## src/rtl/csr_axi_bridge.sv

```systemverilog
// AXI subordinate front end for the FIFO CSR register file.
// Converts AW/W/B and AR/R channel traffic into single-cycle register write
// and read strobes on csr_clk. Write bursts are incrementing, terminated by
// wlast, and wrap the address at 2^ADDR_WIDTH. Reads are single beat.
// Optional feature macro: CSR_ADDR_CHECK_EN -- when defined, addresses at or
// above NUM_REGS are not forwarded and are answered with SLVERR.
module csr_axi_bridge #(
  parameter int unsigned DATA_WIDTH = 8,
  parameter int unsigned ADDR_WIDTH = 8,
  parameter int unsigned RD_LATENCY = 1,
  parameter int unsigned NUM_REGS   = 2
) (
  input  logic                  csr_clk,
  input  logic                  csr_resetn,
  input  logic [ADDR_WIDTH-1:0] s_axi_awaddr,
  input  logic                  s_axi_awvalid,
  output logic                  s_axi_awready,
  input  logic [DATA_WIDTH-1:0] s_axi_wdata,
  input  logic                  s_axi_wvalid,
  output logic                  s_axi_wready,
  input  logic                  s_axi_wlast,
  output logic                  s_axi_bvalid,
  input  logic                  s_axi_bready,
  output logic [1:0]            s_axi_bresp,
  input  logic [ADDR_WIDTH-1:0] s_axi_araddr,
  input  logic                  s_axi_arvalid,
  output logic                  s_axi_arready,
  output logic [DATA_WIDTH-1:0] s_axi_rdata,
  output logic                  s_axi_rvalid,
  input  logic                  s_axi_rready,
  output logic                  s_axi_rlast,
  output logic [1:0]            s_axi_rresp,
  output logic [ADDR_WIDTH-1:0] w_addr,
  output logic [DATA_WIDTH-1:0] wdata,
  output logic                  csr_write_enable,
  output logic [ADDR_WIDTH-1:0] r_addr,
  input  logic [DATA_WIDTH-1:0] rdata,
  output logic                  csr_read_enable
);

`ifdef CSR_ADDR_CHECK_EN
  localparam bit ADDR_CHECK = 1'b1;
`else
  localparam bit ADDR_CHECK = 1'b0;
`endif

  localparam int unsigned CNT_W = 3;
  localparam logic [CNT_W-1:0] LAT_LAST = CNT_W'(RD_LATENCY - 1);
  localparam logic [ADDR_WIDTH:0] REG_LIMIT = (ADDR_WIDTH + 1)'(NUM_REGS);
  localparam logic [1:0] RESP_OKAY   = 2'b00;
  localparam logic [1:0] RESP_SLVERR = 2'b10;

  typedef enum logic [1:0] {W_IDLE, W_DATA, W_RESP} w_state_t;
  typedef enum logic [1:0] {R_IDLE, R_WAIT, R_DATA} r_state_t;

  // Address is rejected only when range checking is built in
  function automatic logic out_of_range(input logic [ADDR_WIDTH-1:0] addr);
    return ADDR_CHECK && ({1'b0, addr} >= REG_LIMIT);
  endfunction

  w_state_t              w_state, w_state_d;
  logic [ADDR_WIDTH-1:0] cur_addr, cur_addr_d;
  logic                  werr, werr_d;
  logic                  awready_d, wready_d, bvalid_d, we_d;
  logic [1:0]            bresp_d;
  logic [ADDR_WIDTH-1:0] w_addr_d;
  logic [DATA_WIDTH-1:0] wdata_d;

  r_state_t              r_state, r_state_d;
  logic [CNT_W-1:0]      lat_cnt, lat_cnt_d;
  logic                  rerr, rerr_d;
  logic                  arready_d, rvalid_d, rlast_d, re_d;
  logic [1:0]            rresp_d;
  logic [ADDR_WIDTH-1:0] r_addr_d;
  logic [DATA_WIDTH-1:0] rdata_q_d;

  // Write FSM next state and next registered outputs
  always_comb begin
    w_state_d  = w_state;
    cur_addr_d = cur_addr;
    werr_d     = werr;
    awready_d  = s_axi_awready;
    wready_d   = s_axi_wready;
    bvalid_d   = s_axi_bvalid;
    bresp_d    = s_axi_bresp;
    w_addr_d   = w_addr;
    wdata_d    = wdata;
    we_d       = 1'b0;
    case (w_state)
      W_IDLE: begin
        awready_d = 1'b1;
        if (s_axi_awvalid && s_axi_awready) begin
          cur_addr_d = s_axi_awaddr;
          werr_d     = 1'b0;
          awready_d  = 1'b0;
          wready_d   = 1'b1;
          w_state_d  = W_DATA;
        end
      end
      W_DATA: begin
        if (s_axi_wvalid && s_axi_wready) begin
          w_addr_d   = cur_addr;
          wdata_d    = s_axi_wdata;
          we_d       = !out_of_range(cur_addr);
          werr_d     = werr || out_of_range(cur_addr);
          cur_addr_d = cur_addr + ADDR_WIDTH'(1);
          if (s_axi_wlast) begin
            wready_d  = 1'b0;
            bvalid_d  = 1'b1;
            bresp_d   = (werr || out_of_range(cur_addr)) ? RESP_SLVERR : RESP_OKAY;
            w_state_d = W_RESP;
          end
        end
      end
      W_RESP: begin
        if (s_axi_bready) begin
          bvalid_d  = 1'b0;
          bresp_d   = RESP_OKAY;
          awready_d = 1'b1;
          w_state_d = W_IDLE;
        end
      end
      default: begin
        awready_d = 1'b0;
        wready_d  = 1'b0;
        bvalid_d  = 1'b0;
        bresp_d   = RESP_OKAY;
        w_state_d = W_IDLE;
      end
    endcase
  end

  // Write FSM state and output registers
  always_ff @(posedge csr_clk or negedge csr_resetn) begin
    if (!csr_resetn) begin
      w_state          <= W_IDLE;
      cur_addr         <= '0;
      werr             <= 1'b0;
      s_axi_awready    <= 1'b0;
      s_axi_wready     <= 1'b0;
      s_axi_bvalid     <= 1'b0;
      s_axi_bresp      <= '0;
      w_addr           <= '0;
      wdata            <= '0;
      csr_write_enable <= 1'b0;
    end else begin
      w_state          <= w_state_d;
      cur_addr         <= cur_addr_d;
      werr             <= werr_d;
      s_axi_awready    <= awready_d;
      s_axi_wready     <= wready_d;
      s_axi_bvalid     <= bvalid_d;
      s_axi_bresp      <= bresp_d;
      w_addr           <= w_addr_d;
      wdata            <= wdata_d;
      csr_write_enable <= we_d;
    end
  end

  // Read FSM next state and next registered outputs
  always_comb begin
    r_state_d = r_state;
    lat_cnt_d = lat_cnt;
    rerr_d    = rerr;
    arready_d = s_axi_arready;
    rvalid_d  = s_axi_rvalid;
    rlast_d   = s_axi_rlast;
    rresp_d   = s_axi_rresp;
    rdata_q_d = s_axi_rdata;
    r_addr_d  = r_addr;
    re_d      = 1'b0;
    case (r_state)
      R_IDLE: begin
        arready_d = 1'b1;
        if (s_axi_arvalid && s_axi_arready) begin
          arready_d = 1'b0;
          r_addr_d  = s_axi_araddr;
          rerr_d    = out_of_range(s_axi_araddr);
          re_d      = !out_of_range(s_axi_araddr);
          lat_cnt_d = '0;
          r_state_d = R_WAIT;
        end
      end
      R_WAIT: begin
        if (lat_cnt == LAT_LAST) begin
          rdata_q_d = rerr ? '0 : rdata;
          rvalid_d  = 1'b1;
          rlast_d   = 1'b1;
          rresp_d   = rerr ? RESP_SLVERR : RESP_OKAY;
          r_state_d = R_DATA;
        end else begin
          lat_cnt_d = lat_cnt + CNT_W'(1);
        end
      end
      R_DATA: begin
        if (s_axi_rready) begin
          rvalid_d  = 1'b0;
          rlast_d   = 1'b0;
          rresp_d   = RESP_OKAY;
          arready_d = 1'b1;
          r_state_d = R_IDLE;
        end
      end
      default: begin
        arready_d = 1'b0;
        rvalid_d  = 1'b0;
        rlast_d   = 1'b0;
        rresp_d   = RESP_OKAY;
        r_state_d = R_IDLE;
      end
    endcase
  end

  // Read FSM state and output registers
  always_ff @(posedge csr_clk or negedge csr_resetn) begin
    if (!csr_resetn) begin
      r_state         <= R_IDLE;
      lat_cnt         <= '0;
      rerr            <= 1'b0;
      s_axi_arready   <= 1'b0;
      s_axi_rvalid    <= 1'b0;
      s_axi_rlast     <= 1'b0;
      s_axi_rresp     <= '0;
      s_axi_rdata     <= '0;
      r_addr          <= '0;
      csr_read_enable <= 1'b0;
    end else begin
      r_state         <= r_state_d;
      lat_cnt         <= lat_cnt_d;
      rerr            <= rerr_d;
      s_axi_arready   <= arready_d;
      s_axi_rvalid    <= rvalid_d;
      s_axi_rlast     <= rlast_d;
      s_axi_rresp     <= rresp_d;
      s_axi_rdata     <= rdata_q_d;
      r_addr          <= r_addr_d;
      csr_read_enable <= re_d;
    end
  end

endmodule
```

## config.mk

```make
export PLATFORM = sky130hd
export DESIGN_NAME = csr_axi_bridge
export DESIGN_NICKNAME = d
export VERILOG_FILES = /design/src/rtl/csr_axi_bridge.sv
export SDC_FILE = /design/constraint.sdc
export NUM_CORES = 1
export LEC_CHECK = 0
export CAP_MARGIN = 20
export CORE_ASPECT_RATIO = 1.2
export CORE_MARGIN = 1
export CORE_UTILIZATION = 25
export CTS_CLUSTER_SIZE = 14
export DETAILED_ROUTE_END_ITERATION = 10
export PLACE_DENSITY = 0.48
export SLEW_MARGIN = 15
export SYNTH_ARGS = -nofsm -noshare
export SYNTH_HDL_FRONTEND = slang
export SYNTH_SLANG_ARGS = --single-unit
```

## constraint.sdc

```tcl
create_clock -name csr_clk -period 4.23 [get_ports csr_clk]
set_input_delay 0.846 -clock csr_clk [delete_from_list [all_inputs] [get_ports csr_clk]]
set_output_delay 0.846 -clock csr_clk [all_outputs]
set_load 0.02 [all_outputs]
```

==> impl_metrics.xml <==
<?xml version="1.0" encoding="UTF-8"?>
<metrics>
  <group name="clock_network">
    <metric name="tritoncts" unit="">built</metric>
    <metric name="ctsLongestPathBuffers" unit="">2</metric>
    <metric name="numClockSinks" unit="">54</metric>
    <metric name="cts-resized-gates" unit="">0</metric>
    <metric name="cell_chosen_for_the_clock_root" unit="">sky130_fd_sc_hd__clkbuf_8</metric>
    <metric name="clk-insertion-delay-late" unit="ns">0.31</metric>
    <metric name="hold_fix_buffers_at_cts" unit="">0</metric>
    <metric name="htreeDepth" unit="">2</metric>
    <metric name="cts_inserted_buffers" unit="">5</metric>
    <metric name="path_clk_slew" unit="ns">0.10</metric>
    <metric name="number_of_post_cts_setup_repair_buffers" unit="">0</metric>
  </group>
  <group name="routing">
    <metric name="routed_wirelength" unit="microns">4998</metric>
    <metric name="route.antenna.remaining_nets" unit="">0</metric>
    <metric name="detail_route.wl_per_cell" unit="microns">12.82</metric>
    <metric name="first_iter_violations" unit="">43</metric>
    <metric name="drc" unit="">0</metric>
    <metric name="vias_per_cell" unit="">4.338</metric>
    <metric name="via_count" unit="">1692</metric>
    <metric name="first_pass_iters" unit="">4</metric>
  </group>
  <group name="pwr">
    <metric name="ir_drop" unit="V">0.0002976</metric>
    <metric name="power.density" unit="nW/um^2">755.2</metric>
    <metric name="total_power" unit="mW">2.526</metric>
    <metric name="p_leak" unit="nW">1.446</metric>
  </group>
  <group name="layout">
    <metric name="syn2layout_area_growth" unit="%">39.73</metric>
    <metric name="antenna-diode-count" unit="">0</metric>
    <metric name="fraction_of_final_layout_cells_sized_beyond_drive_strength_1" unit="%">17.04</metric>
    <metric name="layout.filler_cells" unit="">936</metric>
    <metric name="regArea" unit="sq um">1351</metric>
    <metric name="instances_no_fill" unit="">390</metric>
    <metric name="multi_input_area" unit="sq um">928.4</metric>
    <metric name="layout_net_count" unit="">312</metric>
    <metric name="layout.cells.most_common_list" unit="">sky130_fd_sc_hd__clkdlybuf4s50_1 (78), sky130_fd_sc_hd__dfrtp_1 (54), sky130_fd_sc_hd__mux2_2 (24), sky130_fd_sc_hd__o21ai_0 (13), sky130_fd_sc_hd__a21oi_1 (13)</metric>
    <metric name="layout_commonest_cell" unit="">sky130_fd_sc_hd__clkdlybuf4s50_1</metric>
    <metric name="layout.cell_area.non_filler" unit="sq um">3344</metric>
  </group>
  <group name="synthesis">
    <metric name="most_area_consuming_cells_after_synthesis" unit="">sky130_fd_sc_hd__dfrtp_1 (56%), sky130_fd_sc_hd__mux2_2 (11%), sky130_fd_sc_hd__mux2_4 (5.6%)</metric>
    <metric name="synthDominantAreaCellType" unit="">sky130_fd_sc_hd__dfrtp_1</metric>
    <metric name="synth-edff-count" unit="">0</metric>
    <metric name="synthDistinctLibCells" unit="">34</metric>
    <metric name="synthDominantCellAreaShare" unit="%">56.46</metric>
    <metric name="gate_count_after_technology_mapping" unit="">192</metric>
    <metric name="mappedNetlistArea" unit="sq um">2394</metric>
    <metric name="mean_syn_cell_area" unit="sq um">12.47</metric>
    <metric name="postSynthRegisterBits" unit="">54</metric>
    <metric name="synth_flop_cell" unit="">sky130_fd_sc_hd__dfrtp_1</metric>
    <metric name="ys.warnings.count" unit="">0</metric>
    <metric name="synthArstFlopShare" unit="%">100.0</metric>
    <metric name="synth_seq_area_share" unit="%">56.46</metric>
  </group>
  <group name="floorplanning">
    <metric name="die_height" unit="microns">109.2</metric>
    <metric name="core_region_area" unit="sq um">9176</metric>
    <metric name="start_util" unit="%">26.08</metric>
    <metric name="top_level_ports" unit="">84</metric>
    <metric name="fp.dieArea" unit="sq um">9971</metric>
    <metric name="die_w" unit="microns">91.32</metric>
    <metric name="rows" unit="">38</metric>
  </group>
  <group name="setup_path">
    <metric name="timing.critical_path.fanout_max" unit="">11</metric>
    <metric name="rr_worst_depth" unit="">5</metric>
    <metric name="worst_ep_required_time" unit="ns">4.46</metric>
    <metric name="worstReg2RegEnd" unit="">s_axi_rdata[5]$_DFFE_PN0P_</metric>
    <metric name="crit_arrival" unit="ns">2.60</metric>
    <metric name="critPathKind" unit="">in -&gt; reg</metric>
    <metric name="crit_path_start_kind" unit="">primary input</metric>
    <metric name="worstReg2RegStart" unit="">lat_cnt[0]$_DFFE_PN0P_</metric>
    <metric name="timing.reg2reg.setup_slack" unit="ns">2.28</metric>
    <metric name="setup.worst_path.end_class" unit="">register</metric>
  </group>
  <group name="timing">
    <metric name="setup_viol" unit="">0</metric>
    <metric name="rsz0062_at_grt" unit="">false</metric>
    <metric name="post_route_setup_tns" unit="ns">0</metric>
    <metric name="achievable-frequency" unit="MHz">422.0</metric>
    <metric name="final_hold_viol_count" unit="">0</metric>
    <metric name="max_slew.worst_pin.slew" unit="ns">0.8492</metric>
    <metric name="layout_worst_path_cycle_share" unit="%">56.01</metric>
    <metric name="minimum_hold_slack" unit="ns">0.4980</metric>
    <metric name="report.final.slew_viol_count" unit="">0</metric>
    <metric name="fin_worst_skew" unit="ns">0.007713</metric>
    <metric name="timing.max_slew.rel_slack" unit="%">43.38</metric>
    <metric name="fin_crit" unit="ns">2.369</metric>
  </group>
  <group name="grt">
    <metric name="global_route.usage.total" unit="%">10.67</metric>
    <metric name="number_of_global_route_vias_before_repair" unit="">1695</metric>
    <metric name="grt-ovfl-total" unit="">0</metric>
    <metric name="first_pass_grt_wire_length" unit="microns">8349</metric>
    <metric name="antenna_found_initial" unit="">0</metric>
    <metric name="grt_start_max_net_pins" unit="">34</metric>
  </group>
  <group name="placed_design">
    <metric name="dp.cells" unit="">382</metric>
    <metric name="placedInstanceArea" unit="sq um">3253</metric>
    <metric name="gp_routability_congestion" unit="">0.7625</metric>
    <metric name="hpwl" unit="microns">3563</metric>
    <metric name="io_buffers" unit="">79</metric>
  </group>
  <group name="hold_path">
    <metric name="hold_path.class" unit="">in -&gt; async</metric>
  </group>
  <group name="job">
    <metric name="drv_cap" unit="">0</metric>
  </group>
  <group name="run_status">
    <metric name="outcome" unit="">complete, no violations</metric>
  </group>
</metrics>
## synth_stat cells, types with 2 or more instances
library cell                count
sky130_fd_sc_hd__dfrtp_1       54
sky130_fd_sc_hd__mux2_2        24
sky130_fd_sc_hd__a21oi_1       13
sky130_fd_sc_hd__o21ai_0       13
sky130_fd_sc_hd__buf_4         11
sky130_fd_sc_hd__nand2_1       10
sky130_fd_sc_hd__nand3_1       10
sky130_fd_sc_hd__mux2_4         9
sky130_fd_sc_hd__inv_1          6
sky130_fd_sc_hd__nor2_1         5
sky130_fd_sc_hd__a21o_1         4
sky130_fd_sc_hd__o22ai_1        4
sky130_fd_sc_hd__ha_1           3
sky130_fd_sc_hd__a2bb2oi_1      2
sky130_fd_sc_hd__and3_1         2
sky130_fd_sc_hd__nand2b_1       2
sky130_fd_sc_hd__nor2b_1        2
sky130_fd_sc_hd__nor3_1         2
## per-stage QoR
step | setup WS, ns | util, %
after global routing | 1.687 | 36.45
final | 1.861 | 36.45
after CTS | 1.879 | 36.45
after detailed placement | 1.549 | 35.45
after global placement | 1.583 | 35.45
after floorplan | 2.431 | -
## worst max path at each step
| stage | slack, ns | cells after the start | startpoint | end |
|---|---|---|---|---|
| floorplan | 2.43 | 4 | s_axi_arvalid | r_addr[0]$_DFFE_PN0P_ |
| global placement | 1.58 | 5 | s_axi_wvalid | cur_addr[0]$_DFFE_PN0P_ |
| detailed placement | 1.55 | 5 | s_axi_wvalid | cur_addr[0]$_DFFE_PN0P_ |
| CTS | 1.88 | 5 | s_axi_wvalid | cur_addr[0]$_DFFE_PN0P_ |
| global route | 1.69 | 5 | s_axi_wvalid | cur_addr[0]$_DFFE_PN0P_ |
| finish | 1.86 | 5 | s_axi_wvalid | cur_addr[0]$_DFFE_PN0P_ |
## layer usage
metal	vias up	part of all wire, %	global-route usage (%)
li1	815	-	-
met1	827	46	13.14
met2	44	49	18.45
met3	6	3.6	2.441
met4	0	1.5	3.628
met5	-	0	0
## kinds of logic after synthesis
family / count (synthesis) / synth area share (%)
AO/OA/AOI/OAI: 41 / 10.14
XOR/XNOR: 1 / 0.3660
adder cells (fa/ha/maj): 3 / 1.568
buffers and inverters: 20 / 5.227
flip-flops: 54 / 56.46
multiplexers: 34 / 17.36
other: 1 / 0.1567
AND/OR/NAND/NOR: 38 / 8.730
## sequential cells by signal (all words and copies together), names as in the netlist
| name | cells |
|---|---|
| s_axi_awready | 1 |
| w_state | 2 |
| lat_cnt | 3 |
| cur_addr | 8 |
| wdata | 8 |
| s_axi_bvalid | 1 |
| w_addr | 8 |
| r_addr | 8 |
| csr_write_enable | 1 |
| s_axi_rlast | 1 |
| s_axi_wready | 1 |
| r_state | 2 |
| csr_read_enable | 1 |
| s_axi_arready | 1 |
| s_axi_rdata | 8 |
## worst max-delay path, cell delays in order
cell	delay (ns)
sky130_fd_sc_hd__clkdlybuf4s50_1	0.55
sky130_fd_sc_hd__nand3_1	0.13
sky130_fd_sc_hd__a21oi_1	0.71
sky130_fd_sc_hd__o21ai_0	0.18
sky130_fd_sc_hd__o21ai_0	0.18
## power breakdown
group	switching [mW]	leakage [nW]	internal, mW	total, mW
Combinational	0.597	0.759	0.686	1.28
Sequential	0.182	0.639	0.760	0.942
Clock	0.168	0.0482	0.133	0.301
Total	0.947	1.45	1.58	2.53
## final cells by class
cell class                      instances  area share, %
Sequential cell                        54          40.40
Multi-Input combinational cell        121          27.76
Timing Repair Buffer                   81          23.94
Tap cell                              120          4.489
Clock buffer                            7          2.581
Inverter                                6         0.6734
Clock inverter                          1         0.1496
Power figures use the tool's default switching activity.
==> variant: new RTL, same flow settings <==
`DATA_WIDTH`: 8 -> 9.
--- a/src/rtl/csr_axi_bridge.sv
+++ b/src/rtl/csr_axi_bridge.sv
@@ -7,3 +7,3 @@
 module csr_axi_bridge #(
-  parameter int unsigned DATA_WIDTH = 8,
+  parameter int unsigned DATA_WIDTH = 9,
   parameter int unsigned ADDR_WIDTH = 8,
Interface: changed (resized rdata, s_axi_rdata, s_axi_wdata and wdata); port bits go from 84 to 88. The function was not compared with the original's and may differ.
==> variant against the unedited design <==
Register-to-register slack worse by 70 ps; area after synthesis is 2.8% higher; hold slack better by 5.0 ps; die area rose by 2.7%; power increased by 7.9%; sequential cell count up 2; routed wire length grew 4.4%; cell area grew 5.1%; worst setup slack improved by 13 ps; synthesized cell count increased by 2.6%.
==> variant: results (changes against the unedited design) <==
Placement
  – RePlAce Congestion: 0.728 (was 0.763)
  – Port Buffers: 83 (was 79)
  – Cell count after placement: 394 (was 382)
  – Area after DPL: 0.00337 sq mm (was 0.00325 sq mm)
  – Post-placement setup slack: 1520 ps (was 1550 ps)

Synthesis
  – Largest cells by area after synthesis: dfrtp_1 (57%), mux2_2 (12%), mux2_4 (5.5%) (was dfrtp_1 (56%), mux2_2 (11%), mux2_4 (5.6%))
  – Sequential area share after synthesis: 57.0% (was 56.5%)
  – Cell variety after synth: 33 (was 34)
  – Post-Synthesis Mean Instance Area: 12.5 sq um (about the same)
  – Synth cell count leaders: dfrtp_1 (56), mux2_2 (26), a21oi_1 (13), o21ai_0 (13), nand2_1 (11) (was dfrtp_1 (54), mux2_2 (24), a21oi_1 (13), o21ai_0 (13), buf_4 (11))

Routing
  – Via density: 4.36 (was 4.34)
  – Final WL: 5220 microns (was 5000 microns)
  – Met1 WL: 2410 microns (was 2280 microns)
  – Metal2 WL: 2410 microns (was 2470 microns)

Timing
  – Worst-case hold slack: 503 ps (was 498 ps)
  – Period utilization: 55.7% (was 56.0%)
  – Slew @ Worst Pin: 907 ps (was 849 ps)

Layout
  – Register area: 0.00140 sq mm (was 0.00135 sq mm)
  – Comb_multi_in: 124 (was 121)
  – Clock buffers: 8 (was 7)
  – Fin cells: 402 (was 390)
  – Footprint of the multi-input gates: 948 sq um (was 928 sq um)
  – Nets: 323 (was 312)
  – Finished Cell Area: 0.00351 sq mm (was 0.00334 sq mm)
  – Layout cells sized above 1: 16.5% (was 17.0%)
  – Non-Clock Buffer Area Fraction: 23.9% (about the same)

Global route
  – Met3 Track Usage GR: 2.95% (was 2.44%)
  – Met2 global-route usage: 16.8% (was 18.5%)
  – GR Util met1: 14.3% (was 13.1%)
  – Largest net degree at the start of global routing: 38 (was 34)
  – Vias in the first global route: 1704 (was 1695)
  – Total track usage: 10.8% (was 10.7%)
  – Global-route wire length before repair: 8740 microns (was 8350 microns)

Outcome
  – Outcome: completed (unchanged)

Power and ir drop
  – Pleak: 1.51 nW (was 1.45 nW)
  – Cell Int Power: 1.74 mW (was 1.58 mW)

Floorplanning
  – Die X: 92.6 microns (was 91.3 microns)

CTS
  – Sink Count: 56 (was 54)
  – Clock Pin Slew Worst Setup and Hold Paths: 70 ps (was 100 ps)

Min path
  – Min-delay worst type: register to register (was input port to asynchronous set/reset pin)

Critical path
  – CP arrival: 2580 ps (was 2600 ps)
## variant: worst register-to-register path, delay by kind of cell (launching register included)
| family | cells | cell delay, ps |
|---|---|---|
| DFF | 1 | 380 |
| buffers and inverters | 1 | 90 |
| and+or+nand+nor | 2 | 850 |
| adders and majority gates | 1 | 160 |
| muxes | 1 | 420 |
## variant: cells by family (layout without fill, tap and decap cells)
kind of cell,count (synthesis),count (layout),share of synthesized area (%)
xor gates and xnor gates,1,1,0.356
adders and majority gates,3,3,1.53
muxes,36,36,17.8
AOI/OAI and AO/OA,40,40,9.56
and+or+nand+nor,40,40,8.70
DFF,56,56,57.0
other,1,4,0.152
buffers and inverters,20,99,4.93
## variant: power by group through the flow
stage	registers (mW)	clock network [mW]	logic, mW
floorplan	1.18	0	0.614
global placement	0.982	0	1.34
detailed placement	0.989	0	1.34
CTS	0.980	0.442	1.35
global route	1.02	0.466	1.43
finish	0.978	0.421	1.33
